==> src/rtl/wb_release_unit.sv <==
// wb_release_unit: writeback release stage between execute and the RF/scoreboard.
// Collects results from two FU ports into a small FIFO and drains one result
// per cycle as a registered RF write pulse, mirrored on the scoreboard toggle.
// Results targeting x0 are accepted and discarded.
// Optional build macro: WB_BYPASS_EN -- when the FIFO is empty, the first
// accepted result skips the FIFO and pulses one cycle after accept.
module wb_release_unit #(
   parameter int NUM_ENTRIES = 8,
   parameter int XLEN        = 32,
   parameter int FIFO_DEPTH  = 4,
   localparam int IW = $clog2(NUM_ENTRIES),
   localparam int PW = $clog2(FIFO_DEPTH),
   localparam int CW = $clog2(FIFO_DEPTH + 1)
) (
   input  logic            clk,
   input  logic            rst,
   input  logic            fu0_valid,
   output logic            fu0_ready,
   input  logic [IW-1:0]   fu0_rd,
   input  logic [XLEN-1:0] fu0_data,
   input  logic            fu1_valid,
   output logic            fu1_ready,
   input  logic [IW-1:0]   fu1_rd,
   input  logic [XLEN-1:0] fu1_data,
   output logic            rf_we,
   output logic [IW-1:0]   rf_waddr,
   output logic [XLEN-1:0] rf_wdata,
   output logic            sb_w_en,
   output logic [IW-1:0]   sb_w_index,
   output logic [CW-1:0]   pending
);

   localparam logic [CW-1:0] DEPTH_C = CW'(FIFO_DEPTH);

   logic [IW-1:0]   rd_q   [FIFO_DEPTH];
   logic [XLEN-1:0] data_q [FIFO_DEPTH];

   logic [PW-1:0]   rptr_q, rptr_d, wptr_q, wptr_d, slot1;
   logic [CW-1:0]   cnt_q, cnt_d, free;
   logic            prio_q, prio_d;
   logic            we_q, we_d;
   logic [IW-1:0]   waddr_q, waddr_d;
   logic [XLEN-1:0] wdata_q, wdata_d;
   logic            keep0, keep1, byp0, byp1, enq0, enq1, pop;

   // A pop in the same cycle is deliberately not credited, keeping ready off the pop path.
   assign free = DEPTH_C - cnt_q;

   // Ready depends on registered occupancy and priority only, never on valid.
   always_comb begin
      fu0_ready = 1'b0;
      fu1_ready = 1'b0;
      if (!rst) begin
         if (free >= CW'(2)) begin
            fu0_ready = 1'b1;
            fu1_ready = 1'b1;
         end else if (free == CW'(1)) begin
            fu0_ready = ~prio_q;
            fu1_ready = prio_q;
         end
      end
   end

   assign keep0 = fu0_valid & fu0_ready & (fu0_rd != '0);
   assign keep1 = fu1_valid & fu1_ready & (fu1_rd != '0);

`ifdef WB_BYPASS_EN
   // FU0 wins the bypass slot; FU1 only bypasses when FU0 contributes nothing.
   assign byp0 = keep0 & (cnt_q == '0);
   assign byp1 = keep1 & ~keep0 & (cnt_q == '0);
`else
   assign byp0 = 1'b0;
   assign byp1 = 1'b0;
`endif

   assign enq0  = keep0 & ~byp0;
   assign enq1  = keep1 & ~byp1;
   assign pop   = (cnt_q != '0);
   assign slot1 = enq0 ? wptr_q + PW'(1) : wptr_q;

   // Next-state for pointers, occupancy, priority and the output write pulse.
   always_comb begin
      rptr_d  = rptr_q;
      wptr_d  = wptr_q + PW'(enq0) + PW'(enq1);
      cnt_d   = cnt_q + CW'(enq0) + CW'(enq1) - CW'(pop);
      prio_d  = prio_q;
      we_d    = 1'b0;
      waddr_d = waddr_q;
      wdata_d = wdata_q;
      if (free == CW'(1) && fu0_valid && fu1_valid)
         prio_d = ~prio_q;
      if (pop) begin
         rptr_d  = rptr_q + PW'(1);
         we_d    = 1'b1;
         waddr_d = rd_q[rptr_q];
         wdata_d = data_q[rptr_q];
      end else if (byp0) begin
         we_d    = 1'b1;
         waddr_d = fu0_rd;
         wdata_d = fu0_data;
      end else if (byp1) begin
         we_d    = 1'b1;
         waddr_d = fu1_rd;
         wdata_d = fu1_data;
      end
   end

   // Control and output registers with synchronous reset.
   always_ff @(posedge clk) begin
      if (rst) begin
         rptr_q  <= '0;
         wptr_q  <= '0;
         cnt_q   <= '0;
         prio_q  <= 1'b0;
         we_q    <= 1'b0;
         waddr_q <= '0;
         wdata_q <= '0;
      end else begin
         rptr_q  <= rptr_d;
         wptr_q  <= wptr_d;
         cnt_q   <= cnt_d;
         prio_q  <= prio_d;
         we_q    <= we_d;
         waddr_q <= waddr_d;
         wdata_q <= wdata_d;
      end
   end

   // FIFO storage; FU0 lands ahead of FU1 when both enqueue together.
   always_ff @(posedge clk) begin
      if (!rst) begin
         if (enq0) begin
            rd_q[wptr_q]   <= fu0_rd;
            data_q[wptr_q] <= fu0_data;
         end
         if (enq1) begin
            rd_q[slot1]   <= fu1_rd;
            data_q[slot1] <= fu1_data;
         end
      end
   end

   assign rf_we      = we_q;
   assign sb_w_en    = we_q;
   assign rf_waddr   = waddr_q;
   assign sb_w_index = waddr_q;
   assign rf_wdata   = wdata_q;
   assign pending    = cnt_q;

endmodule

==> config.mk <==
export PLATFORM = sky130hd
export DESIGN_NAME = wb_release_unit
export DESIGN_NICKNAME = d
export VERILOG_FILES = /design/src/rtl/wb_release_unit.sv
export SDC_FILE = /design/constraint.sdc
export NUM_CORES = 1
export LEC_CHECK = 0
export BUFFER_PORTS_ARGS = -buffer_cell sky130_fd_sc_hd__buf_4
export CAP_MARGIN = 25
export CORE_MARGIN = 2
export CORE_UTILIZATION = 40
export DETAILED_ROUTE_END_ITERATION = 8
export PLACE_DENSITY_LB_ADDON = 0.3
export RECOVER_POWER = 50
export SETUP_SLACK_MARGIN = 0.2
export SLEW_MARGIN = 10
export SYNTH_ARGS = -nofsm -noshare
export SYNTH_HDL_FRONTEND = slang
export SYNTH_SLANG_ARGS = --single-unit
==> constraint.sdc <==
create_clock -name clk -period 6.1 [get_ports clk]
set_input_delay 1.22 -clock clk [delete_from_list [all_inputs] [get_ports clk]]
set_output_delay 1.22 -clock clk [all_outputs]
set_load 0.03 [all_outputs]
==> results of run 1 <==
==> cell families after synthesis <==
group / synth area share, %
buffers and inverters: 3.07
multiplexers: 28.9
AND/OR/NAND/NOR: 4.85
XOR/XNOR: 0.594
adder cells (fa/ha/maj): 1.95
AO/OA/AOI/OAI: 3.21
flip-flops: 57.4
==> power by group through the flow <==
stage,combinational (W),sequential (W),clock (W)
floorplan,0.00117,0.00210,0
global placement,0.00181,0.00201,0
detailed placement,0.00184,0.00202,0
CTS,0.00185,0.00200,0.00101
global route,0.00185,0.00203,0.00107
finish,0.00170,0.00198,0.00100
==> synthesized netlist by cell type <==
library cell	instances
nor3b_4	1
a211oi_4	1
ha_1	9
nor2b_1	3
buf_4	10
nand2b_4	2
nor3_1	3
a21o_1	3
mux4_2	35
xnor2_1	5
mux2_2	58
o22ai_4	1
mux2_4	49
a21oi_1	37
nor2_1	8
nand3_1	1
fa_1	3
o21ai_4	1
buf_2	4
xor2_1	1
nand4_1	1
inv_1	9
mux2_1	33
mux2i_1	1
nand3b_1	1
inv_2	1
nand3_2	1
edfxtp_1	140
o31ai_1	1
clkbuf_1	12
nand2_1	74
nor3b_2	1
buf_6	7
a211oi_2	1
dfxtp_1	44
buf_1	4
==> final timing paths <==
kind | from | endpoint | slack (ns) | cells after the start
hold / removal | rf_wdata[3] | rf_wdata[3] | 0.46 | 2
setup / recovery | pending[1] | pending[2] | 1.40 | 11
hold reg to reg | rf_wdata[3] | rf_wdata[3] | 0.46 | 2
setup reg to reg | pending[1] | pending[2] | 1.40 | 11
==> routing by layer <==
layer / GRT usage [%] / share of wire (%) / vias up
li1: - / - / 2351
met1: 21.4 / 44 / 2568
met2: 29.5 / 51 / 116
met3: 3.61 / 3.7 / 27
met4: 5.20 / 1.4 / 0
met5: 0 / 0 / -
==> layout by cell type, fill, tap and decap left out, types with 2 or more instances in the layout <==
master	instances
mux2_4	49
inv_1	10
dfxtp_1	42
edfxtp_1	140
clkbuf_8	3
nor2b_1	3
xnor2_1	5
buf_16	2
clkinv_2	3
mux2_1	33
nor2_1	8
nand2b_4	2
a21oi_1	37
mux2_2	58
buf_4	78
clkbuf_1	47
a21o_1	2
ha_1	9
nor3_1	3
fa_1	3
clkbuf_16	17
mux4_2	35
clkinvlp_4	3
nor3b_1	2
nand2_1	73
==> worst reg2reg max path: stages, from the launching register on <==
cell and delay [ns]:
dfxtp_1 0.37, inv_1 0.12, ha_1 0.15, ha_1 1.15, inv_1 1.13, ha_1 0.65
fa_1 0.16, inv_1 0.05, fa_1 0.37, xnor2_1 0.21, xnor2_1 0.15, nor2_1 0.05
==> stage by stage <==
stage | cell area, µm² | total power (W) | setup WS (ns)
6_report | 10300 | 0.00468 | 1.40
3_5_place_dp | 9910 | 0.00387 | 1.50
2_1_floorplan | 8850 | 0.00327 | 2.43
3_3_place_gp | 9910 | 0.00382 | 1.61
5_1_grt | 10300 | 0.00494 | 0.868
4_1_cts | 10400 | 0.00486 | 1.94
==> sequential cells by signal, summed over array words and instances (netlist names) <==
| register | cells |
|---|---|
| pending | 3 |
| rd_q | 12 |
| rf_we | 1 |
| data_q | 128 |
| rf_waddr | 3 |
| rf_wdata | 32 |
| wptr_q | 2 |
| rptr_q | 2 |
| prio_q | 1 |
==> cell type report <==
cell class | instances | share of cell area (%)
Clock buffer | 24 | 4.68
Tap cell | 280 | 3.40
Sequential cell | 184 | 49.5
Timing Repair Buffer | 125 | 8.04
Clock inverter | 7 | 0.450
Inverter | 10 | 0.365
Multi-Input combinational cell | 335 | 33.6
==> results.txt, run 1 <==
In this run the number of H-tree levels came out at 4. The top cell type by area accounts for 47.5% of the synthesized area. The routed design has 19400 µm of wire. The via density per instance came out at 5.25. The fmax came out at 213 MHz. The min-delay analysis places its worst path in the category reg2reg. The total grt overflow came out at 0. The synthesized design spends more area on one cell type than any other, namely edfxtp_1. The slowest stage of the critical path is the ha_1 cell. The fraction of power spent switching nets came out at 35.9%. The number of antenna-violating nets in the routed design is 0.

The total internal power came out at 0.00300 W. The relative contribution of sequential cells to total power came out at 42.2%. The quantity of hold-fixing buffers added after cts is 0.

The data required time at the worst endpoint is 6.39 ns. The final count of negative-setup-slack endpoints came out at 0. The initial antenna violation count came out at 0. For this run, design rule violations remaining after detail routing come to 0.

The number of buffers inserted by post-CTS setup repair came out at 0. The floorplan step defined a die boundary enclosing 23300 µm². The smallest clock period supported by the final layout is computed as 4.70 ns. After synthesis, the cell types taking the most area are edfxtp_1, dfxtp_1, mux4_2, mux2_4, mux2_2. Of the cells placed in the final design, the portion with a size suffix greater than 1 is 38.0%. The run finished with clean final reports. In this run the clock root is driven by a clkbuf_16.

The number of nets handed over by synthesis was 652. The power per cell area came out at 455 nW/µm². The cell count after synthesis came out at 566. The weighted congestion at the end of routability-driven global placement is 0.760. The storage element area came out at 5090 µm².

The largest delay contributor family on the critical path is adder cells. The switching power summed over all nets is 0.00168 W. The via count of the first global-routing pass is 5531.

Dividing the synthesized area by the synthesized cell count gives 15.6 µm². In this run the worst path has a maximum fanout of 38. The floorplan core area came out at 21800 µm². The pin slew with the least headroom to its limit came out at 1.49 ns. The die is 153 µm wide. The total half-perimeter wirelength after legalization and detailed placement came out at 11800 µm. The total number of clock tree sinks came out at 184. The deepest clock path buffer count is 2. For this run, the slowest stage of the critical path takes 1.15 ns.

The total track usage is 17.0%. Dividing the final minimum period by the clock period gives 77.1%. The clock network fraction of design power is 21.3%. The detailed-route wire length per cell is 20.1 µm. After filler insertion, the fill cell instance count of the layout stands at 1965. The maximum number of pins on one net before global-route repair is 49. The critical path class is reg2reg. The critical path contains buffers and inverters numbering 3 combined.

The synthesized design contains 184 register bits. The number of I/O pins came out at 119. Post-CTS repair changed the size of 0 cells. The CTS clock-pin slew for the worst setup and hold paths is 0.06 ns. Relative to the synthesized area, the layout overhead comes to 16.2%. For the worst setup path, the data arrival time is 4.99 ns. Detailed routing inserted a total of 5062 vias. Summed over all cells, the static leakage comes to 3.67 nW. The number of I/O port buffers came out at 118.

The floorplan die height came out at 153 µm. The cell count after placement is 931. The final instance count without filler cells is 965.

The portion of total power attributed to combinational logic came out at 36.4%. The net count of the finished layout came out at 759. TritonCTS built the clock tree. Walking the worst path, the cells encountered are inv_1 -> ha_1 -> ha_1 -> inv_1 -> ha_1 -> fa_1 -> inv_1 -> fa_1 -> xnor2_1 -> xnor2_1 -> nor2_1. The minimum hold slack came out at 0.460 ns. 0 antenna diodes ended up in the layout. The element type at the critical path end is a flip-flop.

The worst pin sits at a relative slew slack of 0.876%. The max-slew violation count is 0. The share of the Yosys chip area taken by registers is 57.4%. The count of distinct cell types in the synthesized netlist came out at 36. The peak supply drop came out at 0.000157 V.

STA classifies the critical path startpoint as a flip-flop. The synthesized area came out at 8850 µm². The final hold violation count came out at 0. Setup repair after global routing left no endpoint under its margin. For this run, the share of the core covered by cells in the final layout is 47.3%. For this configuration, the core starts out at a cell density of 40.7%. The total area of multi-input combinational cells is 3460 µm².

The initialized floorplan defines 54 standard-cell rows. The number of max-cap violations is 0. The pre-antenna-repair detailed-routing pass consisted of 6 iterations.

In this run, the number of DRC markers left after iteration 0 of detailed routing was 225. The number of synthesis warnings is 0. The number of buffers created by CTS came out at 17.

The setup total negative slack came out at 0 ns. The insertion delay of the later-clocked pin in the worst-skew pair came out at 0.43 ns. The worst clock skew came out at 0.00889 ns.

The first global-routing pass estimated 30500 µm of wire.
Note: power is estimated with default switching activity, not from simulation.
==> run 2, diff against run 1 <==
==> constraint.sdc (replaced) <==
create_clock -name clk -period 3.95 [get_ports clk]
set_input_delay 0.79 -clock clk [delete_from_list [all_inputs] [get_ports clk]]
set_output_delay 0.79 -clock clk [all_outputs]
set_load 0.03 [all_outputs]
==> results.txt, run 2 (synthesized netlist as in run 1, its figures left out) <==
The full die area is 23300 µm² (unchanged). The starting density of the core is 40.7% (unchanged). The final instance count without filler cells came to 978 (+1.3%). TritonCTS built the clock tree. The total track usage came to 18.0% (+1.0 points). The largest delay contributor family on the critical path is compound AO/OA/AOI/OAI gates. The net count of the finished layout is 771 (+1.6%). The via count of the first global-routing pass is 5480 (-0.92%). The switching power summed over all nets came out at 0.00273 W (+62%). The element type at the critical path end is a flip-flop. The largest fanout of any net on the critical path is 14 (-63%). The filler cell count is 1988 (+1.2%). The CTS clock-pin slew for the worst setup and hold paths is 0.07 ns (about the same). The critical path's largest stage delay came out at 0.77 ns (-0.38 ns). Setup repair after global routing left no endpoint under its margin.

The total area of multi-input combinational cells is 3370 µm² (-2.6%). The detailed-route wire length per cell came out at 21.1 µm (+4.8%). The category of the worst setup path launch point is a flip-flop. The insertion delay of the later-clocked pin in the worst-skew pair is 0.44 ns (about the same). The clock network fraction of design power is 22.8% (+1.5 points). The critical path starts at pending[1]. The H-tree depth reported by CTS came out at 4 (unchanged). The buffer cell driving the clock tree root is clkbuf_16. The area overhead of the layout relative to synthesis came out at 16.8%. The die boundary width came out at 153 µm (unchanged). The total grt overflow is 0 (unchanged). The global-route track usage on met3 is 3.30% (-0.31 points). The floorplan die height came out at 153 µm (unchanged). The checks that failed: max-capacitance violations, max-slew violations. The type of the most critical hold path is reg2reg. The maximum number of pins on one net before global-route repair is 38 (-22%).

The quantity of hold-fixing buffers added after cts came out at 0 (unchanged). In the layout the commonest cells are edfxtp_1, buf_4, nand2_1, mux2_1, mux2_2. The fraction of final layout cells with drive strength greater than 1 came to 34.5% (-3.4 points). The row count came out at 54 (unchanged).

The data arrival time at the worst-slack endpoint came out at 3.81 ns (-1.18 ns). The fraction of power spent switching nets came out at 36.5% (+0.62 points). The first-pass GRT wire length came out at 31800 µm (+4.3%).

The antenna cell count came out at 0 (unchanged). The via count of the routed design came out at 5191 (+2.5%). Among all stages on the critical path, the largest delay is contributed by o22ai_2.

The fmax came out at 276 MHz (+30%). The routed wire length is 20600 µm (+6.2%). The first-pass detailed-route iteration total came out at 4 (-2).

The final hold violation count is 0 (unchanged). The deepest clock path buffer count came out at 2 (unchanged). The number of buffers created by CTS is 17 (unchanged). The most used routing layer is met2. The DRC marker count from the first detailed-route iteration came out at 269 (+20%).

The relative contribution of sequential cells to total power was 40.2% (-2.0 points). The pin slew with the least headroom to its limit is 1.98 ns (+0.489 ns). The total half-perimeter wirelength after legalization and detailed placement came out at 13400 µm (+14%). The setup path with the least slack is of type reg2reg. The max-slew violation count is 38 (+38). Leaving out fill and tap cells, the most frequent cell in the layout is edfxtp_1. The weighted congestion at the end of routability-driven global placement was 0.808 (+6.3%).

The sum of buffers and inverters on the critical path came out at 2 (-1). The number of I/O pins came out at 119 (unchanged). The run finished, with violations left.

The minimum hold slack came out at 0.462 ns (+0.00190 ns). The portion of total power attributed to combinational logic came out at 37.0% (+0.6 points). The number of remaining DRC errors is 0 (unchanged).

The final period utilization is 91.6% (+15 points). The data required time at the worst endpoint was 4.14 ns (-2.25 ns). The storage element area came to 5090 µm² (unchanged). The cell count after placement is 946 (+1.6%).

The worst hold path begins at rf_wdata[29]. The total number of clock tree sinks came out at 184 (unchanged). The startpoint of the most critical register-to-register path is pending[1]. The time the worst path needs with I/O delays and setup came out at 3.62 ns (-1.08 ns). The worst clock skew was 0.00836 ns (-0.000528 ns). The peak supply drop is 0.000336 V (+110%). The cell repeated most along the worst path is ha_1. The number of antenna-violating nets in the routed design came out at 0 (unchanged). The final count of negative-setup-slack endpoints is 0 (unchanged). The register with the most flip-flops in the final layout is data_q.

The number of max-cap violations is 1 (+1). The flip-flop count of the largest register after layout is 128 (unchanged). Traced cell by cell, the critical path runs through inv_1 -> ha_1 -> ha_1 -> nor3b_4 -> a211oi_4 -> nand3b_1 -> o22ai_2 -> buf_4 -> mux2_2. The number of I/O port buffers is 118 (unchanged). The initial antenna violation count is 0 (unchanged). The relative max-transition margin is -31.7% (-33 points). The met1 track demand over resource in global routing came out at 23.2% (+1.8 points). The power per cell area was 722 nW/µm² (+59%). The leakage power of the design came out at 3.65 nW (-0.70%).

The count of instances resized after the clock tree is built is 0 (unchanged). The via density per instance is 5.31 (+1.2%). The number of buffers inserted by post-CTS setup repair came out at 0 (unchanged). The met2 usage in global routing came to 30.3% (+0.79 points). The floorplan core area is 21800 µm² (unchanged). The setup total negative slack is 0 ns (unchanged). The total internal power is 0.00474 W (+58%).
run 2: power groups by stage:
stage	combinational [W]	sequential (W)	clock, W
final	0.00276	0.00301	0.00170
after detailed placement	0.00303	0.00307	0
after CTS	0.00304	0.00303	0.00174
after global placement	0.00292	0.00308	0
after floorplan	0.00181	0.00324	0
after global routing	0.00297	0.00308	0.00181
run 2: path summary, 6_finish.rpt:
kind                  endpoint  slack [ns]  cells past startpoint
setup / recovery  data_q[1][3]        0.33                      9
setup reg to reg  data_q[1][3]        0.33                      9
hold / removal    rf_wdata[29]        0.46                      2
hold reg to reg   rf_wdata[29]        0.46                      2
run 2: final cells by class:
cell class | instances | area share [%]
repair buffers | 137 | 8.85
inverters | 10 | 0.363
multi-input cells | 335 | 32.6
clock inverters | 13 | 1.43
flip-flops and latches | 184 | 49.2
well taps | 280 | 3.39
clock buffers | 19 | 4.19
run 2: per-stage QoR:
step           setup slack (ns)  utilization (%)  instance area (µm²)  total power [W]
5_1_grt                   0.175             47.5                10300          0.00787
3_5_place_dp              0.504             46.4                10100          0.00610
3_3_place_gp              0.693             46.2                10100          0.00600
2_1_floorplan             0.287                -                 8850          0.00505
6_report                  0.330             47.5                10300          0.00747
4_1_cts                   0.483             49.0                10700          0.00781
run 2: tightest hold or removal path, cell delays in order, from the launching register on:
cell     delay, ns
dfxtp_1       0.31
nand2_1       0.06
a21oi_1       0.05
run 2: metal layers:
metal  vias to the layer above  wire length (µm)  share of wire, %
li1                       2373                 -                 -
met3                        28              1000               4.9
met2                       137             10300                50
met4                         0               393               1.9
met1                      2653              8900                43
met5                         -                 0                 0
